### config.mk
export PLATFORM = sky130hd
export DESIGN_NAME = lsu
export DESIGN_NICKNAME = d
export VERILOG_FILES = /design/src/rtl/lsu.sv
export SDC_FILE = /design/constraint.sdc
export NUM_CORES = 1
export LEC_CHECK = 0
export BUFFER_PORTS_ARGS = -buffer_cell sky130_fd_sc_hd__buf_2
export CAP_MARGIN = 20
export CORE_MARGIN = 2
export CORE_UTILIZATION = 48
export CTS_BUF_LIST = sky130_fd_sc_hd__clkbuf_16
export CTS_CLUSTER_SIZE = 28
export DETAILED_ROUTE_END_ITERATION = 10
export PLACE_DENSITY = 0.86
export SLEW_MARGIN = 20
export SYNTH_ARGS = -nofsm -noshare
export SYNTH_HDL_FRONTEND = slang
export SYNTH_SLANG_ARGS = --single-unit
export TNS_END_PERCENT = 10
### constraint.sdc
create_clock -name clk -period 2.3 [get_ports clk]
set_input_delay 0.115 -clock clk [delete_from_list [all_inputs] [get_ports clk]]
set_output_delay 0.115 -clock clk [all_outputs]
set_load 0.02 [all_outputs]
### src/rtl/lsu.sv
// lsu: load/store unit between the core memory stage and a variable-latency
// data memory port. Produces word-aligned, byte-strobed memory transactions
// and returns aligned, sign/zero-extended load data.
//
// Optional feature: define YSYX_24070014_LSU_TIMEOUT_EN to add an 8-bit
// watchdog that ends a stuck transaction with resp_err after TIMEOUT cycles
// in REQ/WAIT. Without the macro the unit waits indefinitely for memory.
//
// state | meaning
// IDLE  | ready for a core request
// REQ   | presenting the memory request, waiting for mem_req_ready
// WAIT  | request accepted by memory, waiting for mem_resp_valid
// DONE  | one-cycle response pulse to the core
module lsu #(
  parameter int ADDR_W  = 32,
  parameter int DATA_W  = 32,
  parameter int TIMEOUT = 255
) (
  input  logic              clk,
  input  logic              reset,
  input  logic              req_valid,
  output logic              req_ready,
  input  logic              req_we,
  input  logic [1:0]        req_size,
  input  logic              req_unsigned,
  input  logic [ADDR_W-1:0] req_addr,
  input  logic [DATA_W-1:0] req_wdata,
  output logic              resp_valid,
  output logic [DATA_W-1:0] resp_rdata,
  output logic              resp_err,
  output logic              mem_req_valid,
  input  logic              mem_req_ready,
  output logic              mem_we,
  output logic [ADDR_W-1:0] mem_addr,
  output logic [DATA_W-1:0] mem_wdata,
  output logic [3:0]        mem_wstrb,
  input  logic              mem_resp_valid,
  input  logic [DATA_W-1:0] mem_rdata
);

  if (DATA_W != 32) begin : g_bad_data_w
    $error("lsu: DATA_W must be 32");
  end
  if (TIMEOUT < 1 || TIMEOUT > 255) begin : g_bad_timeout
    $error("lsu: TIMEOUT must be in 1..255");
  end

  typedef enum logic [1:0] {
    S_IDLE = 2'd0,
    S_REQ  = 2'd1,
    S_WAIT = 2'd2,
    S_DONE = 2'd3
  } state_e;

  state_e state_q, state_d;

  logic              req_ready_q,     req_ready_d;
  logic              resp_valid_q,    resp_valid_d;
  logic [DATA_W-1:0] resp_rdata_q,    resp_rdata_d;
  logic              resp_err_q,      resp_err_d;
  logic              mem_req_valid_q, mem_req_valid_d;
  logic              mem_we_q,        mem_we_d;
  logic [ADDR_W-1:0] mem_addr_q,      mem_addr_d;
  logic [DATA_W-1:0] mem_wdata_q,     mem_wdata_d;
  logic [3:0]        mem_wstrb_q,     mem_wstrb_d;
  logic [1:0]        size_q,          size_d;
  logic              unsigned_q,      unsigned_d;
  logic [1:0]        addr_lo_q,       addr_lo_d;

  logic              wd_expired;
`ifdef YSYX_24070014_LSU_TIMEOUT_EN
  logic [7:0]        wd_cnt_q,        wd_cnt_d;
`endif

  logic              req_illegal;
  logic [3:0]        strb_base;
  logic [DATA_W-1:0] wdata_masked;
  logic [3:0]        strb_new;
  logic [DATA_W-1:0] wdata_new;
  logic [DATA_W-1:0] rd_shift;
  logic [DATA_W-1:0] rd_ext;

  // Decode the incoming request: legality, lane strobes and lane-shifted store data.
  always_comb begin
    req_illegal  = 1'b0;
    strb_base    = 4'b0000;
    wdata_masked = '0;
    case (req_size)
      2'b00: begin
        strb_base    = 4'b0001;
        wdata_masked = {24'b0, req_wdata[7:0]};
      end
      2'b01: begin
        strb_base    = 4'b0011;
        wdata_masked = {16'b0, req_wdata[15:0]};
        req_illegal  = req_addr[0];
      end
      2'b10: begin
        strb_base    = 4'b1111;
        wdata_masked = req_wdata;
        req_illegal  = |req_addr[1:0];
      end
      default: req_illegal = 1'b1;
    endcase
    strb_new  = req_we ? (strb_base << req_addr[1:0]) : 4'b0000;
    wdata_new = req_we ? (wdata_masked << {req_addr[1:0], 3'b000}) : '0;
  end

  // Align the raw read word to the access offset and extend it to 32 bits.
  always_comb begin
    rd_shift = mem_rdata >> {addr_lo_q, 3'b000};
    case (size_q)
      2'b00:   rd_ext = {{24{~unsigned_q & rd_shift[7]}}, rd_shift[7:0]};
      2'b01:   rd_ext = {{16{~unsigned_q & rd_shift[15]}}, rd_shift[15:0]};
      default: rd_ext = rd_shift;
    endcase
  end

  // Watchdog terminal compare; only meaningful while a transaction is in flight.
  always_comb begin
`ifdef YSYX_24070014_LSU_TIMEOUT_EN
    wd_expired = ((state_q == S_REQ) || (state_q == S_WAIT)) &&
                 (wd_cnt_q == 8'(TIMEOUT - 1));
`else
    wd_expired = 1'b0;
`endif
  end

  // Next-state and next-output computation for the request FSM.
  always_comb begin
    state_d         = state_q;
    req_ready_d     = req_ready_q;
    resp_valid_d    = resp_valid_q;
    resp_rdata_d    = resp_rdata_q;
    resp_err_d      = resp_err_q;
    mem_req_valid_d = mem_req_valid_q;
    mem_we_d        = mem_we_q;
    mem_addr_d      = mem_addr_q;
    mem_wdata_d     = mem_wdata_q;
    mem_wstrb_d     = mem_wstrb_q;
    size_d          = size_q;
    unsigned_d      = unsigned_q;
    addr_lo_d       = addr_lo_q;
`ifdef YSYX_24070014_LSU_TIMEOUT_EN
    wd_cnt_d        = wd_cnt_q;
`endif

    case (state_q)
      S_IDLE: begin
        req_ready_d  = 1'b1;
        resp_valid_d = 1'b0;
        resp_rdata_d = '0;
        resp_err_d   = 1'b0;
        if (req_valid) begin
          req_ready_d = 1'b0;
          size_d      = req_size;
          unsigned_d  = req_unsigned;
          addr_lo_d   = req_addr[1:0];
          if (req_illegal) begin
            // Illegal requests never touch the memory port; answer immediately.
            state_d      = S_DONE;
            resp_valid_d = 1'b1;
            resp_err_d   = 1'b1;
          end else begin
            state_d         = S_REQ;
            mem_req_valid_d = 1'b1;
            mem_we_d        = req_we;
            mem_addr_d      = {req_addr[ADDR_W-1:2], 2'b00};
            mem_wdata_d     = wdata_new;
            mem_wstrb_d     = strb_new;
`ifdef YSYX_24070014_LSU_TIMEOUT_EN
            wd_cnt_d        = 8'd0;
`endif
          end
        end
      end

      S_REQ, S_WAIT: begin
`ifdef YSYX_24070014_LSU_TIMEOUT_EN
        wd_cnt_d = wd_cnt_q + 8'd1;
`endif
        // A response only counts once memory has taken the request; in REQ that
        // means it must coincide with mem_req_ready. A response also beats a
        // watchdog expiry in the same cycle.
        if (mem_resp_valid && ((state_q == S_WAIT) || mem_req_ready)) begin
          state_d         = S_DONE;
          mem_req_valid_d = 1'b0;
          resp_valid_d    = 1'b1;
          resp_err_d      = 1'b0;
          resp_rdata_d    = mem_we_q ? '0 : rd_ext;
        end else if (wd_expired) begin
          state_d         = S_DONE;
          mem_req_valid_d = 1'b0;
          resp_valid_d    = 1'b1;
          resp_err_d      = 1'b1;
          resp_rdata_d    = '0;
        end else if ((state_q == S_REQ) && mem_req_ready) begin
          state_d         = S_WAIT;
          mem_req_valid_d = 1'b0;
        end
      end

      default: begin
        state_d      = S_IDLE;
        req_ready_d  = 1'b1;
        resp_valid_d = 1'b0;
        resp_rdata_d = '0;
        resp_err_d   = 1'b0;
      end
    endcase
  end

  // State and registered outputs; reset aborts any transaction in flight.
  always_ff @(posedge clk) begin
    if (reset) begin
      state_q         <= S_IDLE;
      req_ready_q     <= 1'b1;
      resp_valid_q    <= 1'b0;
      resp_rdata_q    <= '0;
      resp_err_q      <= 1'b0;
      mem_req_valid_q <= 1'b0;
      mem_we_q        <= 1'b0;
      mem_addr_q      <= '0;
      mem_wdata_q     <= '0;
      mem_wstrb_q     <= 4'b0000;
      size_q          <= 2'b00;
      unsigned_q      <= 1'b0;
      addr_lo_q       <= 2'b00;
`ifdef YSYX_24070014_LSU_TIMEOUT_EN
      wd_cnt_q        <= 8'd0;
`endif
    end else begin
      state_q         <= state_d;
      req_ready_q     <= req_ready_d;
      resp_valid_q    <= resp_valid_d;
      resp_rdata_q    <= resp_rdata_d;
      resp_err_q      <= resp_err_d;
      mem_req_valid_q <= mem_req_valid_d;
      mem_we_q        <= mem_we_d;
      mem_addr_q      <= mem_addr_d;
      mem_wdata_q     <= mem_wdata_d;
      mem_wstrb_q     <= mem_wstrb_d;
      size_q          <= size_d;
      unsigned_q      <= unsigned_d;
      addr_lo_q       <= addr_lo_d;
`ifdef YSYX_24070014_LSU_TIMEOUT_EN
      wd_cnt_q        <= wd_cnt_d;
`endif
    end
  end

  assign req_ready     = req_ready_q;
  assign resp_valid    = resp_valid_q;
  assign resp_rdata    = resp_rdata_q;
  assign resp_err      = resp_err_q;
  assign mem_req_valid = mem_req_valid_q;
  assign mem_we        = mem_we_q;
  assign mem_addr      = mem_addr_q;
  assign mem_wdata     = mem_wdata_q;
  assign mem_wstrb     = mem_wstrb_q;

endmodule

==> results of run 1 <==
-- kinds of logic after synthesis --
group	synth area share [%]
DFF	43.9
buffers and inverters	4.69
adders and majority gates	1.99
AOI/OAI and AO/OA	26.7
muxes	8.97
other	0.0747
and+or+nand+nor	13.7
-- how the worst max path moves through the flow --
stage,start,end,slack [ns],cells past startpoint
after floorplan,state_q[0]$_SDFFE_PP0P_,resp_rdata[22]$_SDFFE_PP0P_,0.28,8
after global placement,state_q[0]$_SDFFE_PP0P_,mem_req_valid$_SDFFE_PP0P_,0.16,6
after detailed placement,state_q[0]$_SDFFE_PP0P_,mem_req_valid$_SDFFE_PP0P_,-0.009,6
after CTS,state_q[0]$_SDFFE_PP0P_,resp_rdata[9]$_SDFFE_PP0P_,0.03,5
after global routing,state_q[1]$_SDFFE_PP0P_,resp_rdata[21]$_SDFFE_PP0P_,0.04,7
final,state_q[0]$_SDFFE_PP0P_,resp_rdata[4]$_SDFFE_PP0P_,0.19,7
-- placed cells by master (no fill, tap or decap), types with 2 or more instances in the layout --
cell	n
nand2b_1	6
nor2_1	25
nand2_1	77
o21ai_1	2
mux4_2	8
buf_2	207
a32oi_1	3
inv_1	9
a32o_1	8
a22o_1	25
nor3_1	2
and3_1	4
a21oi_1	50
a221oi_1	8
and2_1	2
nor2_2	2
a221o_1	13
a22oi_1	16
dfxtp_1	110
a22o_2	8
conb_1	2
mux2_2	8
clkbuf_16	9
buf_4	18
a211oi_1	2
nand4b_1	2
mux2i_1	18
o21bai_1	8
nand3_1	14
ha_1	7
or2_2	2
o21ai_0	12
or3_1	4
o2bb2ai_1	9
a211o_1	2
nor2b_1	2
-- per-stage QoR --
step           cells  total power [mW]  util (%)  worst slack (ns)
6_report         864              5.30      63.0             0.185
5_1_grt          864              5.56      63.0            0.0413
4_1_cts          864              5.29      62.9            0.0277
3_5_place_dp     849              3.81      60.2          -0.00932
3_3_place_gp     849              3.75      60.2             0.162
2_1_floorplan    533              3.30         -             0.281
-- flip-flops by register name, indices dropped and copies added (netlist names) --
signal,flops
mem_wstrb,4
state_q,2
size_q,2
mem_addr,30
addr_lo_q,2
mem_req_valid,1
resp_err,1
resp_valid,1
mem_we,1
unsigned_q,1
mem_wdata,32
resp_rdata,32
req_ready,1
-- critical path, delay by kind of cell (launching register included) --
family,cells,cell delay (ns)
flip-flops,1,0.38
AND/OR/NAND/NOR,2,0.30
buffers and inverters,2,0.44
adder cells (fa/ha/maj),1,0.23
AO/OA/AOI/OAI,2,0.66
-- power groups by stage --
stage / clock network [mW] / logic (mW) / registers (mW)
2_1_floorplan: 0 / 0.861 / 2.43
3_3_place_gp: 0 / 1.49 / 2.25
3_5_place_dp: 0 / 1.55 / 2.26
4_1_cts: 1.52 / 1.56 / 2.22
5_1_grt: 1.60 / 1.71 / 2.24
6_report: 1.50 / 1.58 / 2.22
-- metal layers --
| metal | share of wire, % | vias up | wire (µm) |
|---|---|---|---|
| met3 | 11 | 48 | 1620 |
| met4 | 2.8 | 0 | 409 |
| met2 | 47 | 301 | 6860 |
| met5 | 0 | - | 0 |
| li1 | - | 2347 | - |
| met1 | 39 | 2310 | 5760 |
-- final cells by class --
| type | instances | area [µm²] |
|---|---|---|
| multi-input cells | 372 | 2600 |
| fillers | 835 | 3780 |
| clock buffers | 9 | 225 |
| clock inverters | 6 | 57.6 |
| repair buffers | 225 | 1170 |
| flip-flops and latches | 110 | 2200 |
| well taps | 136 | 170 |
| inverters | 6 | 22.5 |
-- repair_timing --
action                     CTS  global route
gates resized for setup      1             3
setup endpoints to repair    1            48
gates cloned                 0             0
==> impl_metrics.json, run 1 <==
{
  "dpl-instance-area_um2": 6150,
  "synth.area.top_cells": "dfxtp_1 (44%), nand2_1 (5.8%), a21oi_1 (5.1%)",
  "post-route-period-util_pct": 91.9,
  "fin_crit_ns": 2.11,
  "yosys_register_bits": 110,
  "clkSinkCount": 110,
  "whs_ns": 0.0112,
  "drtIter0Drc": 395,
  "clockBufferDepth": 2,
  "cts_tree": "built",
  "netlist.area_leader.share_pct": 43.9,
  "htree_levels": 3,
  "grt-ovfl-total": 0,
  "hold_viol_final": 0,
  "fin_tns_setup_ns": 0,
  "p_sw_share_pct": 33.5,
  "critPathKind": "reg2reg",
  "synth.most_common_cell": "dfxtp_1",
  "insertion_delay_ns": 0.34,
  "synth_cell_types": 56,
  "core-area_um2": 10200,
  "grt_util_met2_pct": 41.6,
  "drc_errors": 0,
  "slew_violations": 0,
  "required_ns": 2.53,
  "synth_common_cells": "dfxtp_1 (110), nand2_1 (77), a21oi_1 (51)",
  "pwr-share-comb_pct": 29.8,
  "cp_cell_sequence": "inv_1 > ha_1 > o21ai_1 > buf_4 > nor2_1 > a22oi_1 > nor2_1",
  "ff2ff_setup_slack_ns": 0.19,
  "tightest_slew_ns": 0.724,
  "cp_max_fo": 18,
  "seqPwrFrac_pct": 41.9,
  "ys_dominant_reg_cell": "dfxtp_1",
  "die_area_um2": 11300,
  "pwr-share-clk_pct": 28.3,
  "fp.dieW_um": 106,
  "r2r-end": "resp_rdata[4]$_SDFFE_PP0P_",
  "via_per_inst": 5.79,
  "wl_per_cell_um": 17.0,
  "antenna_found_initial": 0,
  "grt_pass1_wl_mm": 23.0,
  "syn_to_final_growth_pct": 28.4,
  "r2r_cells": 7,
  "arrival_ns": 2.34,
  "holdPathEnd": "mem_addr[16]$_SDFFE_PP0P_",
  "cap_violations": 0,
  "skew_ns": 0.0127,
  "cts_buffers": 9,
  "design_area_um2": 6450,
  "drive_gt1_share_pct": 37.6,
  "cpPeakStageDelay_ns": 0.46,
  "p_int_mw": 3.52,
  "grt_max_degree": 35,
  "relSlewSlack_pct": 51.7,
  "status": "complete, no violations",
  "hold_depth": 3,
  "synth_edf_count": 0,
  "power_switching_mw": 1.78,
  "syn_inst": 532,
  "grtUsageTotal_pct": 25.3,
  "io_pins": 210,
  "crit_path_top_delay_cell": "o21ai_1",
  "leakagePower_nw": 2.92,
  "setup_viol": 0,
  "hp-start": "req_addr[16]",
  "ant_nets": 0,
  "p_per_area_nw_per_um2": 822,
  "drt_pass1_iterations": 5,
  "root_buffer": "clkbuf_16",
  "n_antenna_cell": 0,
  "syn_avg_cell_area_um2": 9.44,
  "hp-class": "in2reg",
  "hpwlAfterDp_mm": 11.1,
  "cts_hold_buffers": 0,
  "async_flop_share_pct": 0,
  "die_h_um": 106,
  "rows": 37,
  "fmaxAchievable_mhz": 473,
  "grt.met3_usage_pct": 6.81,
  "post_cts_buffers": 0,
  "gp_congestion": 0.907,
  "top_usage_layer": "met2",
  "grt_pass1_vias": 4630,
  "clk_pin_slew_worst_paths_ns": 0.07,
  "critPathMostFrequentCell": "nor2_1",
  "ys_seq_area_share_pct": 43.9,
  "grt_util_met1_pct": 32.2,
  "rsz0062_at_grt": "no",
  "vias": 5006,
  "crit_path_end_kind": "register",
  "ir_drop_uv": 420,
  "syn_area_um2": 5020,
  "initial_utilization_pct": 49.1,
  "placement.io_buffers": 207,
  "nNetsFinal": 837,
  "synth_top_area_cell": "dfxtp_1",
  "worstSetupStartpointType": "register",
  "wirelength_mm": 14.6,
  "yosys_warnings": 0,
  "r2r_start": "state_q[0]$_SDFFE_PP0P_"
}
(Power assumes the default switching activity.)
==> inputs of run 2 (changes only) <==
==> config.mk (replaced) <==
export PLATFORM = sky130hd
export DESIGN_NAME = lsu
export DESIGN_NICKNAME = d
export VERILOG_FILES = /design/src/rtl/lsu.sv
export SDC_FILE = /design/constraint.sdc
export NUM_CORES = 1
export LEC_CHECK = 0
export CAP_MARGIN = 20
export CORE_MARGIN = 2
export CORE_UTILIZATION = 63
export CTS_BUF_LIST = sky130_fd_sc_hd__clkbuf_16
export CTS_CLUSTER_SIZE = 28
export DETAILED_ROUTE_END_ITERATION = 10
export DONT_BUFFER_PORTS = 1
export PLACE_DENSITY = 0.85
export SYNTH_ARGS = -nofsm -noshare
export SYNTH_HDL_FRONTEND = slang
export SYNTH_SLANG_ARGS = --single-unit
export TNS_END_PERCENT = 10
==> run 2 against run 1 <==
Cell count is 22% lower; core utilization is 13 points higher; register-to-register slack hardly changed; global-route usage is 8.2 points higher; cell area is 8.6% lower; combinational power is 26% lower; sequential power is 10% higher; total power is 4.2% lower; hold slack worse by 0.00067 ns; first-iteration DRC count is 18% lower; routed wire length is 0.46% higher; clock power is 3% lower; largest power group unchanged.
==> impl_metrics.json, run 2 (synthesis gave the netlist of run 1 again) <==
{
  "skew_ns": 0.0111,
  "die_area_um2": 8700,
  "wl_per_cell_um": 21.8,
  "critPathBufInv": 2,
  "ant_nets": 0,
  "wirelength_mm": 14.7,
  "dpl-instance-area_um2": 5050,
  "tightest_slew_ns": 0.961,
  "ir_drop_uv": 555,
  "placement.io_buffers": 0,
  "crit_path_end_kind": "register",
  "gp_congestion": 0.924,
  "core-area_um2": 7730,
  "io_pins": 210,
  "vias": 4603,
  "cap_violations": 0,
  "slew_violations": 0,
  "fin_crit_ns": 2.12,
  "leakagePower_nw": 2.17,
  "initial_utilization_pct": 65.0,
  "hpwlAfterDp_mm": 9.74,
  "drt_pass1_iterations": 5,
  "fmaxAchievable_mhz": 471,
  "status": "complete, no violations",
  "grt_pass1_wl_mm": 23.2,
  "grt_max_degree": 46,
  "fp.dieW_um": 93.3,
  "arrival_ns": 2.40,
  "grt_pass1_vias": 4525,
  "crit_family": "simple AND/OR/NAND/NOR gates",
  "clk_pin_slew_worst_paths_ns": 0.07,
  "die_h_um": 93.3,
  "relSlewSlack_pct": 35.5,
  "insertion_delay_ns": 0.35,
  "clkSinkCount": 110,
  "drive_gt1_share_pct": 11.5,
  "whs_ns": 0.0105,
  "r2r_cells": 7,
  "p_per_area_nw_per_um2": 862,
  "setup_viol": 0,
  "grtUsageTotal_pct": 33.6,
  "required_ns": 2.57,
  "critPathKind": "reg2reg",
  "post-route-period-util_pct": 92.3,
  "grt-ovfl-total": 0,
  "final_cell_mix": "dfxtp_1 (110), nand2_1 (77), dlygate4sd3_1 (53)",
  "worstSetupStartpointType": "register",
  "post-route-util_pct": 76.3,
  "syn_to_final_growth_pct": 17.4,
  "via_per_inst": 6.82,
  "root_buffer": "clkbuf_16",
  "cp_cell_sequence": "inv_1 > ha_1 > nand2b_1 > or3_1 > a211oi_2 > buf_4 > o21bai_1",
  "cts_buffers": 9,
  "rows": 32,
  "pre_cts_slack_ns": 0.0261,
  "hp-class": "in2reg",
  "htree_levels": 3,
  "drc_errors": 0,
  "post_cts_buffers": 0,
  "antenna_found_initial": 0,
  "cts_tree": "built",
  "path_depth": 7,
  "final_common_cell": "dfxtp_1",
  "rsz0062_at_grt": "no",
  "design_area_um2": 5890,
  "fin_tns_setup_ns": 0,
  "n_antenna_cell": 0,
  "hold_depth": 2,
  "drtIter0Drc": 325,
  "clockBufferDepth": 2,
  "crit_path_top_delay_cell": "ha_1",
  "cpPeakStageDelay_ns": 0.45,
  "hold_viol_final": 0,
  "worst_slack_ns": 0.176,
  "nNetsFinal": 681,
  "cp_max_fo": 16
}
## run 2: cell types whose count changed in the layout (fill, tap and decap cells not counted), sizes merged
cell | previous run | this run
buf | 225 | 16
inv | 9 | 8
clkinv | 1 | 5
clkinvlp | 1 | 0
dlygate4sd3 | 0 | 53
bufinv | 1 | 0
## run 2: per-stage QoR
stage | power, mW | instances
2_1_floorplan | 3.30 | 533
3_3_place_gp | 3.46 | 604
3_5_place_dp | 3.51 | 604
4_1_cts | 5.03 | 674
5_1_grt | 5.32 | 675
6_report | 5.08 | 675
## run 2: layer usage
layer | GRT usage, % | vias to the layer above | part of all wire, %
met5 | 0 | - | 0
met4 | 13.6 | 0 | 2.8
met3 | 11.7 | 48 | 13
met2 | 54.9 | 309 | 47
met1 | 40.3 | 2195 | 37
li1 | - | 2051 | -
## run 2: where the power goes
group	leakage, nW	internal (mW)	total, mW	switching (mW)
clock network	0.138	0.740	1.45	0.712
registers	0.892	2.09	2.45	0.357
logic	1.14	0.492	1.17	0.682
total	2.17	3.33	5.08	1.75
## run 2: path summary, 6_finish.rpt
kind / startpoint / to / slack [ns]
min reg2reg: unsigned_q$_SDFFE_PP0P_ / unsigned_q$_SDFFE_PP0P_ / 0.48
max reg2reg: state_q[0]$_SDFFE_PP0P_ / resp_rdata[19]$_SDFFE_PP0P_ / 0.18
max: state_q[0]$_SDFFE_PP0P_ / resp_rdata[19]$_SDFFE_PP0P_ / 0.18
min: req_wdata[15] / mem_wdata[15]$_SDFFE_PP0P_ / 0.01
## run 2: layout make-up
cell class,count,area [µm²]
multi-input cells,372,2600
flip-flops and latches,110,2200
fillers,503,1830
repair buffers,69,663
clock buffers,9,225
well taps,102,128
clock inverters,7,48.8
inverters,6,22.5
## run 2: what timing repair did
item                                   CTS  global route
hold buffers                            54             0
resized for setup                        1             3
endpoints found under the hold margin   66             0
setup endpoints to repair                1            25
==> inputs of run 3 (changes only) <==
--- a/config.mk
+++ b/config.mk
@@ -5,14 +5,15 @@
 export SDC_FILE = /design/constraint.sdc
 export NUM_CORES = 1
 export LEC_CHECK = 0
+export ABC_AREA = 1
 export CAP_MARGIN = 20
 export CORE_MARGIN = 2
-export CORE_UTILIZATION = 63
+export CORE_UTILIZATION = 68
 export CTS_BUF_LIST = sky130_fd_sc_hd__clkbuf_16
 export CTS_CLUSTER_SIZE = 28
 export DETAILED_ROUTE_END_ITERATION = 10
 export DONT_BUFFER_PORTS = 1
-export PLACE_DENSITY = 0.85
+export PLACE_DENSITY = 0.9
 export SYNTH_ARGS = -nofsm -noshare
 export SYNTH_HDL_FRONTEND = slang
 export SYNTH_SLANG_ARGS = --single-unit
==> constraint.sdc (replaced) <==
create_clock -name clk -period 2.5 [get_ports clk]
set_input_delay 0.125 -clock clk [delete_from_list [all_inputs] [get_ports clk]]
set_output_delay 0.125 -clock clk [all_outputs]
set_load 0.02 [all_outputs]
==> run 3 against run 2 <==
Hold slack better by 0.0020 ns; critical endpoint is now mem_wdata[21]$_SDFFE_PP0P_; clock skew is 0.00086 ns higher; combinational power is 24% higher; cell count is 39% higher; sequential share of layout area is 1.4 points lower; core utilization is 2.1 points higher; synthesized area is 10% higher; first-iteration DRC count is 68% higher; flip-flop and latch count stayed put; cell area is 3.8% higher; worst setup slack better by 0.13 ns; critical path type unchanged; critical path depth is 2 higher.
==> impl_metrics.json, run 3 <==
{
  "status": "complete, no violations",
  "r2r-end": "mem_wdata[21]$_SDFFE_PP0P_",
  "rsz0062_at_grt": "no",
  "cp_max_fo": 24,
  "syn_inst": 836,
  "die_area_um2": 8880,
  "synth.most_common_cell": "nand2_1",
  "syn_area_um2": 5540,
  "via_per_inst": 6.14,
  "hp-start": "req_addr[0]",
  "nFillCells": 578,
  "synth_top_area_cell": "dfxtp_1",
  "root_buffer": "clkbuf_16",
  "rows": 32,
  "hpwlAfterDp_mm": 11.3,
  "async_flop_share_pct": 0,
  "grtUsageTotal_pct": 38.4,
  "core-area_um2": 7810,
  "ys_dominant_reg_cell": "dfxtp_1",
  "post-route-util_pct": 78.3,
  "fin_tns_setup_ns": 0,
  "cp_cell_sequence": "inv_1 > ha_1 > nand2_2 > inv_2 > nand4_4 > nor2_4 > buf_12 > nand3_1 > a21oi_1",
  "syn_avg_cell_area_um2": 6.62,
  "final_common_cell": "nand2_1",
  "r2r_start": "state_q[0]$_SDFFE_PP0P_",
  "drive_gt1_share_pct": 5.36,
  "insertion_delay_ns": 0.35,
  "netlist.area_leader.share_pct": 39.8,
  "crit_family": "simple AND/OR/NAND/NOR gates",
  "nNetsFinal": 947,
  "drc_errors": 0,
  "worst_slack_ns": 0.309,
  "relSlewSlack_pct": 49.7,
  "tightest_slew_ns": 0.753,
  "grt_pass1_vias": 5484,
  "hp-class": "in2reg",
  "cts_tree": "built",
  "crit_path_end_kind": "register",
  "yosys_warnings": 0,
  "required_ns": 2.76,
  "hold_depth": 2,
  "antenna_found_initial": 0,
  "synth_common_cells": "nand2_1 (324), a21oi_1 (128), dfxtp_1 (110)",
  "grt_pass1_wl_mm": 26.6,
  "hold_viol_final": 0,
  "wirelength_mm": 17.5,
  "drt_pass1_iterations": 9,
  "fmaxAchievable_mhz": 456,
  "post_cts_buffers": 0,
  "ant_nets": 0,
  "placement.io_buffers": 0,
  "initial_utilization_pct": 70.9,
  "fin_crit_ns": 2.19,
  "r2r_cells": 9,
  "crit_path_top_delay_cell": "dfxtp_1",
  "clockBufferDepth": 2,
  "grt-ovfl-total": 0,
  "n_antenna_cell": 0,
  "wl_per_cell_um": 18.6,
  "skew_ns": 0.0120,
  "synth_cell_types": 27,
  "leakagePower_nw": 2.43,
  "arrival_ns": 2.45,
  "clk_pin_slew_worst_paths_ns": 0.08,
  "syn_to_final_growth_pct": 10.5,
  "fp.dieW_um": 94.2,
  "cpPeakStageDelay_ns": 0.35,
  "vias": 5775,
  "holdPathEnd": "addr_lo_q[0]$_SDFFE_PP0P_",
  "post-route-period-util_pct": 87.6,
  "slew_violations": 0,
  "ff2ff_setup_slack_ns": 0.31,
  "synth_edf_count": 0,
  "die_h_um": 94.2,
  "p_per_area_nw_per_um2": 851,
  "pre_cts_slack_ns": 0.408,
  "worstSetupStartpointType": "register",
  "cap_violations": 0,
  "ir_drop_uv": 514,
  "gp_congestion": 0.946,
  "final_cell_mix": "nand2_1 (324), a21oi_1 (128), dfxtp_1 (110)",
  "io_pins": 210,
  "drtIter0Drc": 545,
  "clkSinkCount": 110,
  "ys_seq_area_share_pct": 39.8,
  "synth.area.top_cells": "dfxtp_1 (40%), nand2_1 (22%), a21oi_1 (12%)",
  "yosys_register_bits": 110,
  "htree_levels": 3,
  "grt_max_degree": 71,
  "setup_viol": 0,
  "cts_buffers": 9,
  "critPathBufInv": 3,
  "critPathKind": "reg2reg"
}
==> run 3: worst max-delay path by stage <==
stage                                       start                           to  cells past startpoint
after floorplan           state_q[0]$_SDFFE_PP0P_  resp_rdata[16]$_SDFFE_PP0P_                      9
after global placement    state_q[0]$_SDFFE_PP0P_    mem_wdata[8]$_SDFFE_PP0P_                      9
after detailed placement  state_q[0]$_SDFFE_PP0P_     mem_addr[9]$_SDFFE_PP0P_                      8
after CTS                 state_q[0]$_SDFFE_PP0P_   mem_wdata[25]$_SDFFE_PP0P_                      9
after global routing      state_q[0]$_SDFFE_PP0P_     mem_addr[8]$_SDFFE_PP0P_                      8
final                     state_q[0]$_SDFFE_PP0P_   mem_wdata[21]$_SDFFE_PP0P_                      9
==> run 3: stage by stage <==
| step | std cells | hold WS (ns) | instance area [µm²] | power (mW) |
|---|---|---|---|---|
| 6_report | 941 | 0.0126 | 6120 | 5.20 |
| 5_1_grt | 941 | 0.00536 | 6120 | 5.45 |
| 4_1_cts | 941 | 0.00280 | 6120 | 5.17 |
| 3_5_place_dp | 890 | 0.201 | 5440 | 3.66 |
| 3_3_place_gp | 890 | 0.199 | 5440 | 3.60 |
| 2_1_floorplan | 837 | 0.268 | 5540 | 3.44 |
==> run 3: area by class of cell <==
class	instances	area [µm²]	share of cell area, %
Inverter	32	120	1.96
Clock buffer	9	225	3.68
Tap cell	102	128	2.09
Clock inverter	7	86.3	1.41
Sequential cell	110	2200	36.0
Multi-Input combinational cell	637	2910	47.5
Timing Repair Buffer	44	448	7.32
==> run 3: kinds of logic after synthesis <==
kind of cell	count (synthesis)	share of synthesized area (%)
other	1	0.0677
DFF	110	39.8
AOI/OAI and AO/OA	164	15.5
adders and majority gates	8	1.81
buffers and inverters	90	7.79
and+or+nand+nor	463	35.0
==> run 3: repair_timing <==
item                      4_1_cts  5_1_grt
hold buffers                   35        0
hold endpoints to repair       73        0
resized for setup               0        0
==> run 3: routing by layer <==
layer	part of all wire, %	global-route usage (%)
met2	48	65.4
met1	34	43.5
met4	4.3	17.0
met3	14	13.2
met5	0	0
==> run 3: where the power goes <==
| group | internal (mW) | switching (mW) |
|---|---|---|
| clock network | 0.722 | 0.741 |
| logic | 0.452 | 0.997 |
| registers | 1.94 | 0.354 |
